### config.mk
export PLATFORM = sky130hd
export DESIGN_NAME = ps2_host_tx
export DESIGN_NICKNAME = d
export VERILOG_FILES = /design/src/rtl/ps2_pkg.sv /design/src/rtl/ps2_line_sync.sv /design/src/rtl/ps2_host_tx.sv
export SDC_FILE = /design/constraint.sdc
export NUM_CORES = 1
export LEC_CHECK = 0
export CELL_PAD_IN_SITES_DETAIL_PLACEMENT = 0
export CELL_PAD_IN_SITES_GLOBAL_PLACEMENT = 1
export CORE_ASPECT_RATIO = 1.1
export CORE_MARGIN = 3
export CORE_UTILIZATION = 47
export CTS_BUF_LIST = sky130_fd_sc_hd__clkbuf_8 sky130_fd_sc_hd__clkbuf_16
export CTS_CLUSTER_SIZE = 40
export DETAILED_ROUTE_END_ITERATION = 16
export HOLD_SLACK_MARGIN = 0.03
export PLACE_DENSITY_LB_ADDON = 0.1
export SETUP_SLACK_MARGIN = 0.2
export SLEW_MARGIN = 20
export SYNTH_ARGS = -nofsm -noshare
export SYNTH_HDL_FRONTEND = slang
export SYNTH_SLANG_ARGS = --single-unit
### constraint.sdc
create_clock -name clk -period 3.45 [get_ports clk]
set_input_delay 0.5175 -clock clk [delete_from_list [all_inputs] [get_ports clk]]
set_output_delay 0.5175 -clock clk [all_outputs]
set_load 0.03 [all_outputs]
### src/rtl/ps2_pkg.sv
// Shared PS/2 definitions: transmitter state encoding, command bytes and 25 MHz timing defaults.
package ps2_pkg;

  typedef enum logic [2:0] {
    IDLE      = 3'd0,
    INHIBIT   = 3'd1,
    REQ       = 3'd2,
    SEND      = 3'd3,
    ACK       = 3'd4,
    WAIT_IDLE = 3'd5
  } ps2_state_e;

  localparam logic [7:0] CMD_SET_LEDS = 8'hED;
  localparam logic [7:0] CMD_RESET    = 8'hFF;
  localparam logic [7:0] RSP_ACK      = 8'hFA;

  localparam int PS2_INHIBIT_CYCLES = 2500;   // 100 us
  localparam int PS2_TIMEOUT_CYCLES = 50000;  // 2 ms
  localparam int PS2_CNT_W          = 16;
  localparam int PS2_FRAME_W        = 10;

  // Bits shifted out after the start bit, LSB first: data, odd parity, stop.
  function automatic logic [PS2_FRAME_W-1:0] build_frame(input logic [7:0] data);
    return {1'b1, ~^data, data};
  endfunction

endpackage

### src/rtl/ps2_line_sync.sv
// Two-flop synchroniser for the raw PS/2 clock and data lines plus a clock falling-edge detector.
module ps2_line_sync (
  input  logic clk,
  input  logic rst_n,
  input  logic ps2clk,
  input  logic ps2data,
  output logic clk_sync,
  output logic data_sync,
  output logic clk_fall
);

  logic clk_meta_q, clk_meta_d;
  logic clk_sync_q, clk_sync_d;
  logic clk_prev_q, clk_prev_d;
  logic data_meta_q, data_meta_d;
  logic data_sync_q, data_sync_d;

  always_comb begin
    clk_meta_d  = ps2clk;
    clk_sync_d  = clk_meta_q;
    clk_prev_d  = clk_sync_q;
    data_meta_d = ps2data;
    data_sync_d = data_meta_q;
  end

  // Idle bus level is high, so resetting to 1 avoids a spurious edge after reset.
  always_ff @(posedge clk or negedge rst_n) begin
    if (!rst_n) begin
      clk_meta_q  <= 1'b1;
      clk_sync_q  <= 1'b1;
      clk_prev_q  <= 1'b1;
      data_meta_q <= 1'b1;
      data_sync_q <= 1'b1;
    end else begin
      clk_meta_q  <= clk_meta_d;
      clk_sync_q  <= clk_sync_d;
      clk_prev_q  <= clk_prev_d;
      data_meta_q <= data_meta_d;
      data_sync_q <= data_sync_d;
    end
  end

  assign clk_sync  = clk_sync_q;
  assign data_sync = data_sync_q;
  assign clk_fall  = clk_prev_q & ~clk_sync_q;

endmodule

### src/rtl/ps2_host_tx.sv
// PS/2 host-to-device transmitter: clock inhibit, request-to-send, 11-bit frame and line-ack check.
// Define PS2_TX_TIMEOUT_EN to enable the device-clock watchdog; otherwise timeout is tied low.
module ps2_host_tx
  import ps2_pkg::*;
#(
  parameter int INHIBIT_CYCLES = PS2_INHIBIT_CYCLES,
  parameter int TIMEOUT_CYCLES = PS2_TIMEOUT_CYCLES,
  parameter int CNT_W          = PS2_CNT_W
) (
  input  logic       clk,
  input  logic       reset,
  input  logic       ps2clk,
  input  logic       ps2data,
  input  logic [7:0] tx_data,
  input  logic       tx_start,
  output logic       ps2clk_oe,
  output logic       ps2data_oe,
  output logic       busy,
  output logic       done,
  output logic       ack_err,
  output logic       timeout
);

  logic clk_sync;
  logic data_sync;
  logic clk_fall;

  ps2_line_sync u_sync (
    .clk       (clk),
    .rst_n     (reset),
    .ps2clk    (ps2clk),
    .ps2data   (ps2data),
    .clk_sync  (clk_sync),
    .data_sync (data_sync),
    .clk_fall  (clk_fall)
  );

  ps2_state_e             state_q, state_d;
  logic [CNT_W-1:0]       cnt_q, cnt_d;
  logic [CNT_W-1:0]       cnt_inc;
  logic [3:0]             idx_q, idx_d;
  logic [PS2_FRAME_W-1:0] frame_q, frame_d;
  logic                   data_oe_q, data_oe_d;
  logic                   ack_err_r_q, ack_err_r_d;
  logic                   ack_err_q, ack_err_d;
  logic                   done_q, done_d;
`ifdef PS2_TX_TIMEOUT_EN
  logic                   timeout_q, timeout_d;
`endif

  // Saturates so an idle watchdog count never wraps back into range.
  assign cnt_inc = (cnt_q == CNT_W'(TIMEOUT_CYCLES)) ? cnt_q : cnt_q + CNT_W'(1);

  always_comb begin
    state_d     = state_q;
    cnt_d       = cnt_q;
    idx_d       = idx_q;
    frame_d     = frame_q;
    data_oe_d   = data_oe_q;
    ack_err_r_d = ack_err_r_q;
    ack_err_d   = ack_err_q;
    done_d      = 1'b0;
`ifdef PS2_TX_TIMEOUT_EN
    timeout_d   = 1'b0;
`endif

    unique case (state_q)
      IDLE: begin
        if (tx_start) begin
          frame_d   = build_frame(tx_data);
          cnt_d     = '0;
          idx_d     = '0;
          data_oe_d = 1'b0;
          ack_err_d = 1'b0;
          state_d   = INHIBIT;
        end
      end
      // The REQ cycle also holds the clock low, so INHIBIT is one cycle shorter.
      INHIBIT: begin
        if (cnt_q == CNT_W'(INHIBIT_CYCLES - 2)) begin
          cnt_d   = '0;
          state_d = REQ;
        end else begin
          cnt_d = cnt_q + CNT_W'(1);
        end
      end
      REQ: begin
        cnt_d     = '0;
        idx_d     = '0;
        data_oe_d = 1'b1;
        state_d   = SEND;
      end
      SEND: begin
        if (clk_fall) begin
          cnt_d     = '0;
          data_oe_d = ~frame_q[idx_q];
          idx_d     = idx_q + 4'd1;
          if (idx_q == 4'd9) begin
            state_d = ACK;
          end
        end else begin
          cnt_d = cnt_inc;
        end
      end
      ACK: begin
        if (clk_fall) begin
          cnt_d       = '0;
          ack_err_r_d = data_sync;
          state_d     = WAIT_IDLE;
        end else begin
          cnt_d = cnt_inc;
        end
      end
      WAIT_IDLE: begin
        if (clk_sync && data_sync) begin
          done_d    = 1'b1;
          ack_err_d = ack_err_r_q;
          state_d   = IDLE;
        end else begin
          cnt_d = cnt_inc;
        end
      end
      default: state_d = IDLE;
    endcase

`ifdef PS2_TX_TIMEOUT_EN
    if ((((state_q == SEND) || (state_q == ACK)) && !clk_fall) ||
        ((state_q == WAIT_IDLE) && !(clk_sync && data_sync))) begin
      if (cnt_q == CNT_W'(TIMEOUT_CYCLES - 1)) begin
        timeout_d = 1'b1;
        data_oe_d = 1'b0;
        cnt_d     = '0;
        state_d   = IDLE;
      end
    end
`endif
  end

  always_ff @(posedge clk or negedge reset) begin
    if (!reset) begin
      state_q     <= IDLE;
      cnt_q       <= '0;
      idx_q       <= '0;
      frame_q     <= '0;
      data_oe_q   <= 1'b0;
      ack_err_r_q <= 1'b0;
      ack_err_q   <= 1'b0;
      done_q      <= 1'b0;
    end else begin
      state_q     <= state_d;
      cnt_q       <= cnt_d;
      idx_q       <= idx_d;
      frame_q     <= frame_d;
      data_oe_q   <= data_oe_d;
      ack_err_r_q <= ack_err_r_d;
      ack_err_q   <= ack_err_d;
      done_q      <= done_d;
    end
  end

`ifdef PS2_TX_TIMEOUT_EN
  always_ff @(posedge clk or negedge reset) begin
    if (!reset) begin
      timeout_q <= 1'b0;
    end else begin
      timeout_q <= timeout_d;
    end
  end
  assign timeout = timeout_q;
`else
  assign timeout = 1'b0;
`endif

  // Line drives decode straight from state flops so an async reset releases the bus at once.
  assign ps2clk_oe  = (state_q == INHIBIT) || (state_q == REQ);
  assign ps2data_oe = (state_q == REQ) || ((state_q == SEND) && data_oe_q);
  assign busy       = (state_q != IDLE);
  assign done       = done_q;
  assign ack_err    = ack_err_q;

endmodule

# Word level (Yosys, flattened, before mapping)
# Cells that the tools add are included.
# word_totals
reg_bits	42
in_bits	13
out_inout_bits	6
# classes
muxes	25
eq_ne	15
n_bitwise	3
reduce_logical	17
magnitude_cmp	1
addsub	2
# ops
operator	count
16-bit two-way mux	5
16-bit one-hot mux with 5 select lines	1
3-bit two-way mux	6
3-bit one-hot mux with 6 select lines	1
16-bit by 1-bit adder with 16-bit output, second input constant	1
16-bit by 12-bit == test with 1-bit output, second input constant	1
16-bit == test, second input constant	1
2-bit inequality test, second input constant	7
4-bit one-hot mux with 3 select lines	1
3-bit AND reduction	3
4-bit two-way mux	2
8-bit XNOR reduction	1
3-bit by 2-bit == test with 1-bit output, second input constant	2
3-bit == test, second input constant	2
1-bit two-way mux	6
6-bit AND reduction	1
3-bit nonzero test	2
4-bit by 5-bit < comparator with 1-bit output, second input constant	1
5-bit nonzero test	1
4-bit by 1-bit adder with 4-bit output, second input constant	1
1-bit binary-select mux with 4-bit select	1
4-bit == test, second input constant	1
2-bit AND reduction	2
3-bit by 1-bit == test with 1-bit output, second input constant	1
other kinds (9)	12

# Longest topological paths before layout
# logic_depth
word_depth	5
mapped_depth	8
ltp_nobuf	7

# Modules after synthesis
# From an unflattened synthesis, not the netlist that was laid out.
# unflattened
cells_unflattened	238
area_unflattened_um2	2506.2
# modules_own_cells
module	instances	area_per_inst_um2	cells_per_inst
ps2_host_tx	1	2361.0	232
ps2_line_sync	1	145.1	6

# Worst setup path after synthesis
# No wires, ideal clock.
# synth_path
path_kind	register -> register
from	reg cnt_q[0]
to	reg state_q[1]
path_stages_with_launch	8
n_path_buf	0
path_slack_ns	1.203
t_arrival_ns	2.120
cell_sequence	dfrtp_1 -> inv_1 -> ha_1 -> or4b_1 -> nor4_4 -> nor2_2 -> a2111oi_4 -> mux2_1
# synth_between
elab_chain_cells	3
# synth_rtl
item	line_no	rtl
from (decl)	ps2_host_tx.sv:39	logic [CNT_W-1:0] cnt_q, cnt_d;
from (signal assigned)	ps2_host_tx.sv:151	cnt_q <= cnt_d;
16-bit by 12-bit == test with 1-bit output	ps2_host_tx.sv:80	if (cnt_q == CNT_W'(INHIBIT_CYCLES - 2)) begin
2-bit inequality test (no line)	-	
6-bit AND reduction (no line)	-	
to (signal assigned)	ps2_host_tx.sv:150	state_q <= state_d;
to (decl)	ps2_host_tx.sv:38	ps2_state_e state_q, state_d;
# Every way passes these cells.
# A chain may end at the register's enable or synchronous reset.

# Worst setup path in the final report
# layout_path
from	reg cnt_q[0]
to	reg cnt_q[9]
# layout_between
elab_chain_cells	4
# layout_rtl
item	line_no	rtl
16-bit by 1-bit adder with 16-bit output / 16-bit == test (equally long branches)	ps2_host_tx.sv:52, ps2_host_tx.sv:84	
16-bit two-way mux	ps2_host_tx.sv:52	assign cnt_inc = (cnt_q == CNT_W'(TIMEOUT_CYCLES)) ? cnt_q : cnt_q + CNT_W'(1);
16-bit two-way mux (on tied branches)	ps2_host_tx.sv:115, ps2_host_tx.sv:94, ps2_host_tx.sv:106	
16-bit one-hot mux with 5 select lines (*)	ps2_host_tx.sv:67	unique case (state_q)
# Every way passes the cells marked *; elsewhere a longest branch is shown, timed or not. The select of a mux whose other input is x is not followed.

==> results.yml <==
grt:
  antenna_found_initial: 0
  grt_usage_pct: 18.19
  first_global_vias: 1761
  grt_max_degree: 43
  grt_overflow: 0
  grt_first_pass_wirelength_mm: 8.535
timing:
  fin_crit_ns: 2.590
  setup_tns_ns: 0
  slew_headroom_pct: 36.67
  fin_crit_sh_pct: 75.09
  hold_viol_final: 0
  drv_slew: 0
  fin_skew_ns: 0.009022
  holdWs_ns: 0.3584
  finalSetupViolCount: 0
  rsz0062_at_grt: "false"
  worst_slack_ns: 0.8595
  fmax_ghz: 0.3860
  worst_pin_slew_ns: 0.9500
setup_path:
  endpoint_kind: "flop"
  rrSetupSlack_ns: 0.86
  cp-startpoint: "cnt_q[0]"
  cp_cell_sequence: "inv_1, ha_1, or4b_1, nor4_4, o21bai_1, buf_4, and3_1, a22o_1"
  cpPeakStageDelay_ns: 0.50
  crit_required_ns: 3.63
  critical-path-slowest-cell: "or4b_1"
  r2r_cells: 8
  crit_end: "cnt_q[9]"
  r2r_end: "cnt_q[9]"
  reg2reg_from: "cnt_q[0]"
  arrival_ns: 2.77
  setup.worst_path.class: "flop to flop"
  start_kind: "flop"
  path_max_fanout: 13
clocking:
  cts_tree: "built"
  post_cts_resized: 0
  cts_setup_buffers: 0
  cts-root-buf: "clkbuf_8"
  clkLatencyLatePin_ns: 0.29
  h-tree-depth: 2
  path_clk_slew_ns: 0.08
  clkSinkCount: 42
  cts_hold_buf: 0
  numCtsBuffers: 5
  clk_path_buf_depth: 2
yosys:
  synth_seq_cells: 42
  syn-instance-count: 242
  yosysWarnings: 0
  synth_area_per_cell_um2: 9.932
  syn-num-nets: 260
  synthFlopType: "dfrtp_1"
  async_flop_share_pct: 100.0
  synth_area_um2: 2404
  netlist-cell-type-count: 52
  yosysSeqAreaShare_pct: 43.99
  synth_edf_count: 0
pwr:
  ir_worst_vdd_uv: 354.2
  p_leak_nw: 1.121
  power.density_nw_per_um2: 749.8
  clkPwrFrac_pct: 18.9
  seqPwrFrac_pct: 37.0
  swShare_pct: 38.29
  combPwrFrac_pct: 44.1
  switchingPower_mw: 0.7799
  p_int_mw: 1.257
place:
  place_hpwl_mm: 3.433
  globalplace.congestion: 0.8506
  io_buffers: 17
  preCtsSetupSlack_ns: 0.8946
  postPlaceCellArea_um2: 2606
status:
  status: "finished clean"
worst_hold_path:
  min-delay-start: "u_sync.data_meta_q"
  hold_class: "flop to flop"
layout:
  nFillCells: 423
  design_area_um2: 2716
  syn2layout_area_growth_pct: 13.01
  drive_above_1_share_pct: 14.06
  nets: 273
  multi_input_area_um2: 1235
  antennaDiodeCount: 0
  seqCellArea_um2: 1057
drt:
  routed-via-count: 1808
  post_drt_wl_per_cell_um: 15.77
  dr.pass1.iters: 4
  drt-total-wl_mm: 4.921
  viasPerCell: 5.795
  ant_nets: 0
  drcViolationCount: 0
  drt_iter0_markers: 95
run:
  maxCapViolCount: 0
floorplanning:
  die_w_um: 74.19
  start_util_pct: 50.26
  core_area_um2: 4782
  fp.dieH_um: 81
  io_pins: 19
  dieArea_um2: 6009
  num_rows: 26
==> synthesized netlist by cell type (2+ instances only) <==
cell type / n / area (µm²)
a31oi_1: 5 / 31.28
o21ai_0: 4 / 20.02
mux2i_1: 4 / 40.04
nand2b_1: 2 / 12.51
mux4_2: 2 / 45.04
inv_1: 13 / 48.80
xnor2_1: 8 / 70.07
a21oi_1: 7 / 35.03
mux2_2: 11 / 123.9
nand4_1: 4 / 25.02
mux2_1: 2 / 22.52
dfstp_2: 5 / 131.4
ha_1: 5 / 62.56
nand3_1: 14 / 70.07
clkbuf_1: 12 / 45.04
o22ai_1: 2 / 12.51
nor2_1: 20 / 75.07
a22o_1: 12 / 105.1
a21o_1: 7 / 52.55
nor4b_1: 2 / 17.52
dfrtp_1: 37 / 925.9
nor2b_1: 3 / 18.77
nand2_1: 15 / 56.30
nor3_1: 10 / 50.05
o21bai_1: 2 / 15.01
nand3b_1: 3 / 22.52
o31ai_1: 2 / 15.01
buf_2: 2 / 10.01
and3_1: 2 / 12.51
o211ai_1: 3 / 22.52
==> state kept, by name, summed over array words and instances (netlist names), 3 cells and up <==
register	count
cnt_q	16
frame_q	10
idx_q	4
state_q	3
==> logic make-up after synthesis <==
family / Yosys count / share of synthesized area (%)
compound gates: 53 / 16.97
xor+xnor: 8 / 2.915
fa+ha+maj: 5 / 2.603
buf+inv: 28 / 4.633
flops: 42 / 43.99
mux: 19 / 9.630
other cells: 1 / 0.1560
simple gates: 86 / 19.11
==> per-stage QoR <==
step	instances	utilization (%)	total power [mW]
floorplan	242	-	1.433
global placement	304	54.50	1.656
detailed placement	304	54.50	1.660
CTS	312	56.80	2.053
global route	312	56.80	2.189
finish	312	56.80	2.037
==> worst min-delay path by stage <==
stage	end	cells after the start
after global routing	u_sync.data_sync	0
after CTS	u_sync.data_sync	0
after floorplan	ack_err	0
final	u_sync.data_sync	0
after global placement	u_sync.clk_sync	0
after detailed placement	u_sync.data_sync	0
==> power groups by stage <==
| stage | sequential [mW] | clock [mW] | combinational [mW] |
|---|---|---|---|
| floorplan | 0.662 | 0 | 0.770 |
| global placement | 0.760 | 0 | 0.896 |
| detailed placement | 0.760 | 0 | 0.900 |
| CTS | 0.753 | 0.396 | 0.904 |
| global route | 0.776 | 0.417 | 0.996 |
| finish | 0.753 | 0.386 | 0.898 |
==> metal layers <==
layer | GRT usage (%) | part of all wire (%) | up-vias
met5 | 0 | 0 | -
li1 | - | - | 900
met3 | 3.342 | 3.7 | 2
met4 | 5.072 | 0.61 | 0
met1 | 26.17 | 51 | 876
met2 | 27.93 | 45 | 30
==> cells in the final DEF (no fill, tap or decap), types with 2 or more instances in the layout <==
cell and n:
nand3_1 14, nand3b_1 3, nor4b_1 2, dfstp_2 5
nor2_1 20, o21bai_1 2, a21oi_1 7, and3_1 2
a31oi_1 5, nor3_1 10, nand2_1 15, ha_1 5
a22o_1 12, nand2b_1 2, dfrtp_1 37, o211ai_1 3
clkbuf_8 5, a21o_1 7, nor2b_1 3, o31ai_1 2
clkdlybuf4s50_1 16, mux2_2 11, xnor2_1 8, o22ai_1 2
mux2i_1 4, buf_4 4, nand4_1 4, mux4_2 2
o21ai_0 4, mux2_1 2, inv_1 14
==> worst max-delay path, delay by kind of cell, from the launching register on <==
family / cells / cell delay, ns
simple gates: 3 / 0.99
compound gates: 2 / 0.55
flops: 1 / 0.42
buf+inv: 2 / 0.40
fa+ha+maj: 1 / 0.13
==> area by class of cell <==
cell class	count	area share (%)
clock inverter	3	1.520
sequential	42	38.92
inverter	13	1.796
timing repair buffer	21	7.186
clock buffer	5	2.533
multi-input combinational	172	45.46
tap	56	2.579
No activity file was read; power rests on OpenSTA's default activity.
